File: src/rtl/next_line_prefetcher_if.sv
// next_line_prefetcher_if: cache-control, arbiter and buffer signals of the next-line prefetcher
interface next_line_prefetcher_if;
    logic         trig_valid;
    logic [31:0]  trig_address;
    logic         inv_valid;
    logic [31:0]  inv_address;
    logic [31:0]  lookup_address;
    logic         prefetch_ack;
    logic [255:0] pf_mem_rdata;
    logic         pf_mem_resp;
    logic         pf_mem_read;
    logic [31:0]  pf_mem_address;
    logic [255:0] prefetch_rdata;
    logic [31:0]  prefetch_address;
    logic         prefetch_ready;
    logic         pf_hit;
    logic [15:0]  pf_issued;
    modport slave (
        input  trig_valid, trig_address, inv_valid, inv_address, lookup_address,
               prefetch_ack, pf_mem_rdata, pf_mem_resp,
        output pf_mem_read, pf_mem_address, prefetch_rdata, prefetch_address,
               prefetch_ready, pf_hit, pf_issued
    );
    modport master (
        output trig_valid, trig_address, inv_valid, inv_address, lookup_address,
               prefetch_ack, pf_mem_rdata, pf_mem_resp,
        input  pf_mem_read, pf_mem_address, prefetch_rdata, prefetch_address,
               prefetch_ready, pf_hit, pf_issued
    );
endinterface

File: src/rtl/next_line_prefetcher.sv
// next_line_prefetcher: fetches line+PF_DIST on each demand miss into a one-line buffer.
// Define PF_BUFFER_HIT_EN to build the combinational buffer-hit compare on pf_hit.
module next_line_prefetcher #(
    parameter int s_offset = 5,
    parameter int PF_DIST  = 1
) (
    input logic clk,
    input logic rst,
    next_line_prefetcher_if.slave bus
);
    localparam int LW = 32 - s_offset;
    // State bits double as the registered pf_mem_read / prefetch_ready outputs
    typedef enum logic [1:0] {IDLE = 2'b00, FETCH = 2'b01, HOLD = 2'b10} state_t;
    state_t state, state_n;
    logic [LW-1:0] target;
    logic stale, inv_req, inv_buf, drop, issue, accept;
    assign target  = bus.trig_address[31:s_offset] + LW'(PF_DIST);
    assign inv_req = bus.inv_valid && bus.inv_address[31:s_offset] == bus.pf_mem_address[31:s_offset];
    assign inv_buf = bus.inv_valid && bus.inv_address[31:s_offset] == bus.prefetch_address[31:s_offset];
    assign drop    = bus.prefetch_ack || inv_buf;
    always_comb begin
        state_n = state == IDLE  ? (bus.trig_valid ? FETCH : IDLE) :
                  state == FETCH ? (!bus.pf_mem_resp ? FETCH : (stale || inv_req) ? IDLE : HOLD) :
                  (bus.trig_valid && (drop || target != bus.prefetch_address[31:s_offset])) ? FETCH :
                  drop ? IDLE : HOLD;
        issue  = state != FETCH && state_n == FETCH;
        accept = state == FETCH && state_n == HOLD;
    end
    assign bus.pf_mem_read    = state[0];
    assign bus.prefetch_ready = state[1];
`ifdef PF_BUFFER_HIT_EN
    assign bus.pf_hit = bus.prefetch_ready &&
                        bus.lookup_address[31:s_offset] == bus.prefetch_address[31:s_offset];
`else
    assign bus.pf_hit = 1'b0;
`endif
    always_ff @(posedge clk or posedge rst) begin
        if (rst) begin
            state                <= IDLE;
            stale                <= 1'b0;
            bus.pf_mem_address   <= '0;
            bus.prefetch_address <= '0;
            bus.prefetch_rdata   <= '0;
            bus.pf_issued        <= '0;
        end else begin
            state <= state_n;
            if (issue) begin
                bus.pf_mem_address <= {target, {s_offset{1'b0}}};
                stale              <= 1'b0;
                if (bus.pf_issued != 16'hFFFF) bus.pf_issued <= bus.pf_issued + 16'd1;
            end else if (state == FETCH && inv_req) begin
                stale <= 1'b1;
            end
            if (accept) begin
                bus.prefetch_rdata   <= bus.pf_mem_rdata;
                bus.prefetch_address <= bus.pf_mem_address;
            end
        end
    end
endmodule

File: src/flat_wrapper.sv
// flat-port wrapper written by rule: the top's interface ports become plain ports
module next_line_prefetcher_flat 
#(
    parameter int s_offset = 5,
    parameter int PF_DIST  = 1
)
  (clk, rst, bus_trig_valid, bus_trig_address, bus_inv_valid, bus_inv_address, bus_lookup_address, bus_prefetch_ack, bus_pf_mem_rdata, bus_pf_mem_resp, bus_pf_mem_read, bus_pf_mem_address, bus_prefetch_rdata, bus_prefetch_address, bus_prefetch_ready, bus_pf_hit, bus_pf_issued);
  next_line_prefetcher_if bus_i ();
  input logic clk;
  input logic rst;
  input wire logic [$bits(bus_i.trig_valid)-1:0] bus_trig_valid;
  input wire logic [$bits(bus_i.trig_address)-1:0] bus_trig_address;
  input wire logic [$bits(bus_i.inv_valid)-1:0] bus_inv_valid;
  input wire logic [$bits(bus_i.inv_address)-1:0] bus_inv_address;
  input wire logic [$bits(bus_i.lookup_address)-1:0] bus_lookup_address;
  input wire logic [$bits(bus_i.prefetch_ack)-1:0] bus_prefetch_ack;
  input wire logic [$bits(bus_i.pf_mem_rdata)-1:0] bus_pf_mem_rdata;
  input wire logic [$bits(bus_i.pf_mem_resp)-1:0] bus_pf_mem_resp;
  output wire logic [$bits(bus_i.pf_mem_read)-1:0] bus_pf_mem_read;
  output wire logic [$bits(bus_i.pf_mem_address)-1:0] bus_pf_mem_address;
  output wire logic [$bits(bus_i.prefetch_rdata)-1:0] bus_prefetch_rdata;
  output wire logic [$bits(bus_i.prefetch_address)-1:0] bus_prefetch_address;
  output wire logic [$bits(bus_i.prefetch_ready)-1:0] bus_prefetch_ready;
  output wire logic [$bits(bus_i.pf_hit)-1:0] bus_pf_hit;
  output wire logic [$bits(bus_i.pf_issued)-1:0] bus_pf_issued;
  assign bus_i.trig_valid = bus_trig_valid;
  assign bus_i.trig_address = bus_trig_address;
  assign bus_i.inv_valid = bus_inv_valid;
  assign bus_i.inv_address = bus_inv_address;
  assign bus_i.lookup_address = bus_lookup_address;
  assign bus_i.prefetch_ack = bus_prefetch_ack;
  assign bus_i.pf_mem_rdata = bus_pf_mem_rdata;
  assign bus_i.pf_mem_resp = bus_pf_mem_resp;
  assign bus_pf_mem_read = bus_i.pf_mem_read;
  assign bus_pf_mem_address = bus_i.pf_mem_address;
  assign bus_prefetch_rdata = bus_i.prefetch_rdata;
  assign bus_prefetch_address = bus_i.prefetch_address;
  assign bus_prefetch_ready = bus_i.prefetch_ready;
  assign bus_pf_hit = bus_i.pf_hit;
  assign bus_pf_issued = bus_i.pf_issued;
  next_line_prefetcher #(.s_offset(s_offset), .PF_DIST(PF_DIST)) u_core (.clk(clk), .rst(rst), .bus(bus_i));
endmodule
File: config.mk
export PLATFORM = sky130hd
export DESIGN_NAME = next_line_prefetcher_flat
export DESIGN_NICKNAME = d
export VERILOG_FILES = /design/src/rtl/next_line_prefetcher_if.sv /design/src/rtl/next_line_prefetcher.sv /design/src/flat_wrapper.sv
export SDC_FILE = /design/constraint.sdc
export NUM_CORES = 1
export LEC_CHECK = 0
export ABC_AREA = 1
export BUFFER_PORTS_ARGS = -buffer_cell sky130_fd_sc_hd__buf_2
export CAP_MARGIN = 5
export CORE_AREA = 2 2 267 269
export CTS_BUF_LIST = sky130_fd_sc_hd__clkbuf_4
export DETAILED_ROUTE_END_ITERATION = 8
export DIE_AREA = 0 0 269 271
export SYNTH_ARGS = -nofsm -noshare
export SYNTH_HDL_FRONTEND = slang
export SYNTH_SLANG_ARGS = --single-unit
File: constraint.sdc
create_clock -name clk -period 13.5 [get_ports clk]
set_input_delay 0.675 -clock clk [delete_from_list [all_inputs] [get_ports clk]]
set_output_delay 0.675 -clock clk [all_outputs]
set_load 0.01 [all_outputs]
---- Word-level counts from Yosys, hierarchy flattened ----
Cells that the tools add are included.
W data, S select, Z words.
storage, ports and cells
  register bits after elaboration ......... 329
  input bits .............................. 358
cells by class
  $add $sub $neg .......................... 2
  equality and inequality tests ........... 8
  mux-type cells .......................... 9
  reductions and logical operators ........ 12
operators by type and width
  cell                     number
  $eq A27 B27 Y1           2
  $add A27 B1 Y27 const B  1
  $ne A27 B27 Y1           1
  $add A16 B1 Y16 const B  1
  $ne A16 B16 Y1 const B   1
  $mux W2                  6
  $logic_and A1 B1 Y1      6
  $eq A2 B1 Y1 const B     2
  $logic_or A1 B1 Y1       3
  $mux W1                  3
  $eq A2 B2 Y1 const B     1
  $logic_not A2 Y1         1
  $ne A2 B1 Y1 const B     1
  $reduce_and A2 Y1        1
  $reduce_bool A2 Y1       1

---- Longest topological paths before layout ----
  depth in word-level cells ............... 11
  depth in mapped cells ................... 22
  depth with buffers taken out ............ 20

---- Worst setup path after synthesis ----
No wires, ideal clock.
  path type ............................... input-to-reg
  start ................................... input port bus_trig_address[5]
  end ..................................... register u_core.bus.pf_issued[0] (netlist name)
  setup time .............................. 119 ps
  arrival ................................. 2465 ps
  data required time ...................... 13381 ps
  path slack .............................. 10916 ps
  cell stages on the path ................. 18
  buffers on the path ..................... 2
  path through ............................ ha_1 nand2_2 nor2_8 nand2_2 nor2_1 nand2_1 xor2_1 nand2_1 nand2_1 nand3_1 nor2_1 nand3_1 nand3_1 nand2_1 buf_6 buf_2 nand4_1 nand2_1
between the ends
  cells in the longest elaborated chain, start to end .. 10
RTL lines
  element                             RTL line                       source
  start: declaration                  flat_wrapper.sv:12             input wire logic [$bits(bus_i.trig_address)-1:0] bus_trig_address;
  $add A27 B1 Y27                     next_line_prefetcher.sv:17     assign target = bus.trig_address[31:s_offset] + LW'(PF_DIST);
  $ne A27 B27 Y1                      next_line_prefetcher.sv:24     (bus.trig_valid && (drop || target != bus.prefetch_address[31:s_offset])) ? FETCH :
  $logic_or A1 B1 Y1                  next_line_prefetcher.sv:24
  $logic_and A1 B1 Y1                 next_line_prefetcher.sv:24
  $mux W2                             next_line_prefetcher.sv:24
  $mux W2                             next_line_prefetcher.sv:23     state == FETCH ? (!bus.pf_mem_resp ? FETCH : (stale || inv_req) ? IDLE : HOLD) :
  $mux W2                             next_line_prefetcher.sv:22     state_n = state == IDLE ? (bus.trig_valid ? FETCH : IDLE) :
  net u_core.state_n[0]               next_line_prefetcher.sv:14     state_t state, state_n;
  $eq A2 B1 Y1                        next_line_prefetcher.sv:26     issue = state != FETCH && state_n == FETCH;
  $logic_and A1 B1 Y1                 next_line_prefetcher.sv:26
  $reduce_and A2 Y1 (no source line)  -
  end signal: assignment              next_line_prefetcher.sv:50     if (bus.pf_issued != 16'hFFFF) bus.pf_issued <= bus.pf_issued + 16'd1;
  end: declaration                    next_line_prefetcher_if.sv:22  prefetch_ready, pf_hit, pf_issued
The timed path passes the listed nets, and every way through them passes these cells.
A chain may end at the register's enable or synchronous reset.

---- Worst setup path after layout ----
  start ................................... input port bus_trig_address[5]
  end ..................................... register u_core.bus.pf_mem_address[15]
between the ends
  cells in the longest elaborated chain, start to end .. 9
RTL lines
  element                 RTL line                       source
  $add A27 B1 Y27 (*)     next_line_prefetcher.sv:17
  $ne A27 B27 Y1          next_line_prefetcher.sv:24
  $logic_or A1 B1 Y1      next_line_prefetcher.sv:24
  $logic_and A1 B1 Y1     next_line_prefetcher.sv:24
  $mux W2                 next_line_prefetcher.sv:24
  $mux W2                 next_line_prefetcher.sv:23
  $mux W2                 next_line_prefetcher.sv:22
  $eq A2 B1 Y1            next_line_prefetcher.sv:26
  $logic_and A1 B1 Y1     next_line_prefetcher.sv:26
  end signal: assignment  next_line_prefetcher.sv:48     bus.pf_mem_address <= {target, {s_offset{1'b0}}};
  end: declaration        next_line_prefetcher_if.sv:21  output pf_mem_read, pf_mem_address, prefetch_rdata, prefetch_address,
Every way passes the cells marked *; elsewhere a longest branch is shown, timed or not.

==> impl_metrics.py <==
metrics = {
    "yosys": {
        "synth_area_leaders": "dfrtp_1 (55%), mux2_2 (20%), nand2_1 (7.8%), inv_1 (2.8%), nor2_1 (2.2%)",
        "synth_cells": 1394,
        "ys_types": 45,
        "async_reset_ff_frac": 1.00,
        "synth-edff-count": 0,
        "synth_top_area_cell": "dfrtp_1",
        "yosysMostFrequentCell": "dfrtp_1",
        "synth_area_sq_um": 14900,
        "ys_seq_area_frac": 0.552,
        "synth_seq_cells": 329,
        "synthTopCellsByCount": "dfrtp_1 (329), nand2_1 (312), mux2_2 (259)",
        "synth_top_area_frac": 0.552,
        "yosysWarnings": 0,
        "synth_flop_cell": "dfrtp_1",
        "syn_avg_cell_area_sq_um": 10.7,
    },
    "route": {
        "drt_iter0_drc": 735,
        "wl_per_cell_um": 17.3,
        "wl_um": 58400,
        "antenna_left": 0,
        "viasPerCell": 4.13,
        "num_vias": 13900,
        "drt_pass1_iterations": 5,
        "route.detailed.drc": 0,
    },
    "cells_and_area": {
        "drive_gt1_frac": 0.447,
        "seq_area_sq_um": 8230,
        "final_nets": 2706,
        "fin_cells": 3366,
        "n_fill_cell": 7118,
        "syn_to_final_growth_pct": 53.1,
        "multi_input_area_sq_um": 5990,
    },
    "power_and_ir_drop": {
        "sequentialPowerShare": 0.380,
        "intPower_mw": 2.86,
        "clock_power_share": 0.203,
        "finalPower_mw": 4.71,
        "p_switching_mw": 1.85,
        "power.leakage_nw": 11.5,
        "vdd_ir_drop_max_uv": 124,
        "power_density_nw_per_um2": 206,
        "sw_frac_of_total": 0.392,
        "p_comb_frac": 0.416,
    },
    "sta": {
        "fin_ws_ps": 9840,
        "fmax_ghz": 0.273,
        "setup_viol": 0,
        "period_share": 0.271,
        "slew_violations": 0,
        "setup_tns_ps": 0,
        "hold_viol_final": 0,
        "worst_pin_slew_ps": 1000,
        "slew_headroom": 0.334,
        "period_minus_slack_ps": 3660,
        "fin_skew_ps": 86.5,
        "rsz0062_at_grt": "no",
    },
    "clocking": {
        "postCtsSetupBuffers": 0,
        "path_clk_slew_ps": 60,
        "hold_buffers": 250,
        "cts_repair_resize_count": 0,
        "h-tree-depth": 3,
        "clk_latency_ps": 860,
        "numCtsBuffers": 98,
        "cts_sinks": 329,
        "cts_buffer_depth": 3,
        "cts_tree": "done",
        "cts-root-buf": "clkbuf_4",
    },
    "critical_path": {
        "r2r_setup_slack_ps": 9850,
        "crit_arrival_ps": 4280,
        "start_kind": "input pin",
        "r2r-start": "u_core.bus.pf_mem_address[30]",
        "path_class": "input pin to flop",
        "r2r_cells": 7,
        "r2r-end": "u_core.bus.prefetch_rdata[253]",
        "startpoint": "bus_trig_address[5]",
        "required_ps": 14120,
        "worstPathMaxFanout": 54,
        "cp-endpoint": "u_core.bus.pf_mem_address[15]",
        "endpoint_kind": "flop",
    },
    "die": {
        "die_w_um": 269,
        "rows": 97,
        "die_area_sq_um": 72900,
        "start_util": 0.214,
        "die_height_um": 271,
        "coreArea_sq_um": 69800,
        "ioPinCount": 697,
    },
    "grt": {
        "grt_pass1_wl_um": 86700,
        "grt_util_all_layers": 0.157,
        "grt_max_degree": 154,
        "gr-total-overflow": 0,
        "grt_antenna_before_repair": 10,
        "first_global_vias": 14400,
    },
    "min_path": {
        "min-delay-path-class": "input pin to flop",
    },
    "placement": {
        "dp.final_hpwl_um": 43000,
        "portBuffers": 643,
        "place_ws_ps": 8990,
        "placed_cells": 2936,
        "gp_congestion": 0.908,
    },
    "status": {
        "outcome": "finished, final reports clean",
    },
    "job": {
        "max_cap_viol_count": 0,
    },
}
-- area by class of cell --
cell class,instances,area share
Tap cell,940,0.0515
Multi-Input combinational cell,905,0.262
Timing Repair Buffer,898,0.253
Inverter,114,0.0191
Clock inverter,37,0.00783
Sequential cell,329,0.360
Antenna cell,3,0.000328
Clock buffer,140,0.0460
-- critical path: stages --
cell and delay, ps:
buf_2 140, ha_1 260, nand2_2 160, nor2_8 60, nand2_2 130, clkinv_1 200, nand2_1 130, nand2_1 90
nand2_1 100, nand2_1 60, inv_1 50, nand2_1 60, nor2_1 150, nand3_1 100, nor2_1 90, nand3_1 140
nand3_1 100, nand2_1 440, nand2_2 920, o21ai_0 180
-- stage by stage --
stage,utilization,cell area [sq um],hold WS (ps)
4_1_cts,0.327,22800,2.34
5_1_grt,0.327,22800,35.3
3_5_place_dp,0.274,19100,486
6_report,0.327,22900,146
2_1_floorplan,-,15000,465
3_3_place_gp,0.274,19100,479
-- kinds of logic (layout without fill, tap and decap cells) --
family                     count (synthesis)  after routing  share of synthesized area
muxes                                    259            259                      0.195
xor gates and xnor gates                  37             37                     0.0226
AOI/OAI and AO/OA                         74             74                     0.0274
DFF                                      329            329                      0.552
and+or+nand+nor                          522            522                      0.151
other                                      1             14                   0.000251
adders and majority gates                  2              2                    0.00168
buffers and inverters                    170           1189                     0.0504
-- power groups by stage --
| stage | Sequential [mW] | Combinational (mW) | Clock, mW |
|---|---|---|---|
| after floorplan | 1.98 | 0.842 | 0 |
| after global placement | 1.77 | 1.91 | 0 |
| after detailed placement | 1.79 | 1.92 | 0 |
| after CTS | 1.78 | 1.99 | 1.00 |
| after global routing | 1.86 | 2.13 | 1.06 |
| final | 1.79 | 1.96 | 0.957 |
-- layout by cell type, fill, tap and decap left out, drive strengths merged, types with 4 or more instances in the layout --
master       netlist  final
nand4             28     28
mux2             259    259
nor2              98     98
nand3             58     58
xor2              21     21
xnor2             15     15
nand3b             4      4
nor4               4      4
o22ai              4      4
conb               1     11
inv              113    117
buf               49    648
nor3               7      7
clkinv             1     34
nand2            319    319
dlygate4sd3        0    250
a21oi             17     17
dfrtp            329    329
o21ai             43     43
clkbuf             7    140
-- registers in the layout (all words and copies together), names as in the netlist --
| register | flops |
|---|---|
| u_core.stale | 1 |
| u_core.bus.pf_issued | 16 |
| u_core.bus.prefetch_rdata | 256 |
| u_core.state | 2 |
| u_core.bus.pf_mem_address | 27 |
| u_core.bus.prefetch_address | 27 |
-- metal layers --
| metal | GRT usage | wire length, um | up-vias | share of wire |
|---|---|---|---|---|
| li1 | - | - | 6547 | - |
| met1 | 0.177 | 22600 | 6713 | 0.39 |
| met5 | 0 | 50 | - | 0.00086 |
| met3 | 0.0512 | 4760 | 103 | 0.081 |
| met2 | 0.274 | 29600 | 528 | 0.51 |
| met4 | 0.0551 | 1390 | 8 | 0.024 |
-- how the worst min path moves through the flow --
stage | to | cells after the start | startpoint | slack (ps)
6_report | u_core.bus.prefetch_rdata[51] | 2 | bus_pf_mem_rdata[51] | 150
5_1_grt | u_core.bus.prefetch_rdata[30] | 2 | bus_pf_mem_rdata[30] | 40
3_3_place_gp | u_core.stale | 1 | u_core.stale | 480
2_1_floorplan | u_core.stale | 1 | u_core.stale | 460
4_1_cts | u_core.bus.prefetch_rdata[51] | 2 | bus_pf_mem_rdata[51] | 2
3_5_place_dp | u_core.stale | 1 | u_core.stale | 490
Power figures use the tool's default switching activity.
